[config.mk]
export PLATFORM = sky130hd
export DESIGN_NAME = tdm_mux8to1
export DESIGN_NICKNAME = d
export VERILOG_FILES = /design/src/rtl/tdm_mux8to1_pkg.sv /design/src/rtl/tdm_mux8to1_rr_arbiter8.sv /design/src/rtl/tdm_mux8to1.sv
export SDC_FILE = /design/constraint.sdc
export NUM_CORES = 1
export LEC_CHECK = 0
export ABC_AREA = 1
export BUFFER_PORTS_ARGS = -buffer_cell sky130_fd_sc_hd__buf_2
export CELL_PAD_IN_SITES_DETAIL_PLACEMENT = 1
export CELL_PAD_IN_SITES_GLOBAL_PLACEMENT = 1
export CORE_MARGIN = 4
export CORE_UTILIZATION = 36
export CTS_CLUSTER_DIAMETER = 80
export DETAILED_ROUTE_END_ITERATION = 8
export HOLD_SLACK_MARGIN = 0.02
export PLACE_DENSITY_LB_ADDON = 0.2
export SETUP_SLACK_MARGIN = 0.02
export SKIP_CTS_REPAIR_TIMING = 1
export SLEW_MARGIN = 10
export SYNTH_ARGS = -nofsm -noshare
export SYNTH_HDL_FRONTEND = slang
export SYNTH_SLANG_ARGS = --single-unit
[constraint.sdc]
create_clock -name clk -period 3.5 [get_ports clk]
set_clock_uncertainty 0.05 [all_clocks]
set_input_delay 0.35 -clock clk [delete_from_list [all_inputs] [get_ports clk]]
set_output_delay 0.35 -clock clk [all_outputs]
set_load 0.02 [all_outputs]
[src/rtl/tdm_mux8to1_pkg.sv]
// rtl/tdm_mux8to1_pkg.sv - shared constants and rotating-priority pick function
package tdm_pkg;

    localparam int NCH  = 8;
    localparam int SELW = 3;

    // Returns {found, index} of the first requesting channel at or after ptr, wrapping mod 8
    function automatic logic [SELW:0] rr_pick(input logic [NCH-1:0] req, input logic [SELW-1:0] ptr);
        logic [SELW:0]   r;
        logic [SELW-1:0] i;
        r = '0;
        // Scan from the far end so the closest candidate to ptr is written last and wins
        for (int k = NCH - 1; k >= 0; k--) begin
            i = ptr + SELW'(k);
            if (req[i]) begin
                r = {1'b1, i};
            end
        end
        return r;
    endfunction

endpackage

[src/rtl/tdm_mux8to1_rr_arbiter8.sv]
// rtl/tdm_mux8to1_rr_arbiter8.sv - combinational rotating priority encoder
module rr_arbiter8
    import tdm_pkg::*;
(
    input  logic [NCH-1:0]  req,
    input  logic [SELW-1:0] ptr,
    output logic            found,
    output logic [SELW-1:0] idx
);

    assign {found, idx} = rr_pick(req, ptr);

endmodule

[src/rtl/tdm_mux8to1.sv]
// rtl/tdm_mux8to1.sv - 8:1 TDM transmit multiplexer with select code and frame marker
module tdm_mux8to1
    import tdm_pkg::*;
#(
    parameter int W         = 1,
    parameter bit SKIP_IDLE = 1'b1
) (
    input  logic              clk,
    input  logic              rst,
    input  logic              en,
    input  logic [NCH-1:0]    req,
    input  logic [NCH*W-1:0]  din,
    output logic [W-1:0]      out,
    output logic [SELW-1:0]   sel,
    output logic              valid,
    output logic [NCH-1:0]    gnt,
    output logic              frame
);

    logic [SELW-1:0] ptr;
    logic [SELW-1:0] ptr_nxt;
    logic [SELW-1:0] idx;
    logic            hit;
    logic            upd_sel;
    logic            wrap;

    generate
        if (SKIP_IDLE) begin : g_rr
            logic            arb_found;
            logic [SELW-1:0] arb_idx;

            rr_arbiter8 u_arb (
                .req   (req),
                .ptr   (ptr),
                .found (arb_found),
                .idx   (arb_idx)
            );

            // Serve only requesting channels; the pointer parks just past the winner
            always_comb begin
                idx     = arb_idx;
                hit     = arb_found;
                upd_sel = arb_found;
                ptr_nxt = arb_found ? (arb_idx + SELW'(1)) : ptr;
            end
        end else begin : g_fixed
            // Visit every slot in turn; idle slots still advance the pointer and sel
            always_comb begin
                idx     = ptr;
                hit     = req[ptr];
                upd_sel = 1'b1;
                ptr_nxt = ptr + SELW'(1);
            end
        end
    endgenerate

    // The pointer wraps exactly when the slot being scheduled is channel 7
    assign wrap = upd_sel && (idx == SELW'(NCH - 1));

    // Scheduling pointer and registered output stage; pause keeps data/sel/ptr
    always_ff @(posedge clk or posedge rst) begin
        if (rst) begin
            ptr   <= '0;
            out   <= '0;
            sel   <= '0;
            valid <= 1'b0;
            gnt   <= '0;
            frame <= 1'b0;
        end else if (en) begin
            ptr   <= ptr_nxt;
            valid <= hit;
            gnt   <= hit ? (NCH'(1) << idx) : '0;
            frame <= wrap;
            if (upd_sel) begin
                sel <= idx;
            end
            if (hit) begin
                out <= din[idx*W +: W];
            end
        end else begin
            valid <= 1'b0;
            gnt   <= '0;
            frame <= 1'b0;
        end
    end

endmodule

==> results_dict.tcl <==
set metrics [dict create \
    drive_gt1_frac 0.252 \
    syn2layout_area_growth_pct 17.8 \
    io_pins 33 \
    grt_max_degree 17 \
    finalSetupViolations 0 \
    core_mm2 0.00342 \
    async_flop_share 1.00 \
    start_util 0.381 \
    netlist.area_leader.share 0.308 \
    cts_tree "done" \
    firstDrtPassIters 4 \
    worst_setup_path_start_kind "register" \
    portBuffers 32 \
    ys.warnings.count 0 \
    post_drt_wl_per_cell_um 13.1 \
    worst_ep_arrival_time_ns 3.05 \
    ys_types 21 \
    die_y_um 68.1 \
    die_x_um 68.1 \
    synthesis.area_mm2 0.00130 \
    h-tree-depth 1 \
    maxCapViolations 0 \
    drt-total-wl_mm 3.77 \
    track_usage 0.185 \
    whs_ns 0.0596 \
    dp_hpwl_mm 3.19 \
    dieArea_mm2 0.00464 \
    antenna_left 0 \
    nets 265 \
    antenna_found_initial 0 \
    setup_tns_ns 0 \
    via_per_inst 4.97 \
    ys_seq_area_frac 0.308 \
    synth_area_leaders "dfrtp_1 (31%), nand2_1 (22%), nand3_1 (16%)" \
    path_clk_slew_ns 0.09 \
    avgSynthCellArea_um2 6.26 \
    fp-row-count 21 \
    clk_path_buf_depth 2 \
    worstSetupEndpointType "register" \
    fin_crit_ns 2.95 \
    synthFlopType "dfrtp_1" \
    design_area_mm2 0.00153 \
    fmax_mhz 339 \
    n_antenna_cell 0 \
    root_buffer "clkbuf_4" \
    synth_edf_count 0 \
    grt_pass1_wl_mm 6.56 \
    hold_viol 0 \
    min_path_type "primary input to async pin" \
    slew_violations 0 \
    cp_max_fo 8 \
    vias 1431 \
    path_class "register to register" \
    outcome "finished clean" \
    utilization 0.449 \
    drt_iter0_drc 86 \
    rsz0062_at_grt "false" \
    yosys_register_bits 16 \
    cts_num_sinks 16 \
    synthTopCellsByCount "nand2_1 (77), nand3_1 (42), nor2_1 (17), dfrtp_1 (16), inv_1 (14)" \
    max_slew_margin 0.559 \
    netlist_instances 208 \
    dpl_cell_area_mm2 0.00150 \
    grt_pass1_vias 1430 \
    numCtsBuffers 3 \
    worst_pin_slew_ns 0.659 \
    crit_required_ns 3.60 \
    timing.final.crit_share 0.843 \
    yosysMostFrequentCell "nand2_1" \
    clock_latency_ns 0.29 \
    overflow 0 \
    synth_nets 230 \
    synth_top_cell_by_area "dfrtp_1" \
    drcViolationCount 0 \
    gp_congestion 0.876 \
]
## worst max-delay path: stages (launching register included)
cell,delay (ns)
dfrtp_1,0.52
inv_2,0.06
ha_1,0.42
inv_1,0.14
nand3_1,0.16
nand3_1,0.16
nand2_2,0.16
inv_2,0.04
nand2_1,0.05
nand2_1,0.07
nor2_1,0.12
nand2_2,0.10
nand2_4,0.12
inv_4,0.06
nor2_1,0.16
ha_1,0.27
nand2_1,0.07
o21ai_0,0.08
## cells in the final DEF (no fill, tap or decap), types with 2 or more instances in the layout
cell type | Yosys | layout
inv_1 | 14 | 14
buf_2 | 1 | 32
nand2_2 | 10 | 10
nand3_1 | 42 | 42
a21oi_1 | 5 | 5
dfrtp_1 | 16 | 16
buf_4 | 1 | 2
clkbuf_4 | 0 | 3
inv_2 | 7 | 7
nand3_2 | 4 | 4
ha_1 | 3 | 3
o21ai_0 | 3 | 3
nor2_1 | 17 | 17
nand2_1 | 77 | 77
## worst paths after layout
path                        start      to  slack [ns]  depth (start not counted)
setup / recovery           ptr[1]  ptr[2]        0.55                         17
hold / removal                rst  gnt[5]        0.06                          2
setup reg to reg           ptr[1]  ptr[2]        0.55                         17
hold reg to reg            sel[2]  sel[2]        0.45                          2
max in group asynchronous     rst   frame        2.96                          2
min in group clk               en   valid        0.39                          3
## sequential cells by signal, summed over array words and instances, names as in the netlist
name and cells:
valid 1, frame 1, out 1, gnt 7, ptr 3, sel 3
## layout make-up
| cell class | instances | area (um2) |
|---|---|---|
| timing repair buffer | 34 | 175 |
| sequential | 16 | 400 |
| inverter | 23 | 88.8 |
| fill | 499 | 1880 |
| multi-input combinational | 165 | 774 |
| clock buffer | 4 | 36.3 |
| tap | 46 | 57.6 |
## cells by family after synthesis
group	synth area share
AOI/OAI and AO/OA	0.0365
adders and majority gates	0.0288
buffers and inverters	0.0971
DFF	0.308
and+or+nand+nor	0.530
## routing by layer
metal,part of all wire,global-route usage
met1,0.50,0.266
met4,0.0085,0.0372
met3,0.047,0.0361
met5,0,0
met2,0.45,0.288
## metrics by stage
| step | cells | setup WS [ns] |
|---|---|---|
| 2_1_floorplan | 208 | 1.00 |
| 3_3_place_gp | 284 | 0.651 |
| 3_5_place_dp | 284 | 0.585 |
| 4_1_cts | 288 | 0.564 |
| 5_1_grt | 288 | 0.219 |
| 6_report | 288 | 0.551 |
Power is not shown: default switching activity piles up to over one toggle a cycle in this logic, so the estimate is an artifact.
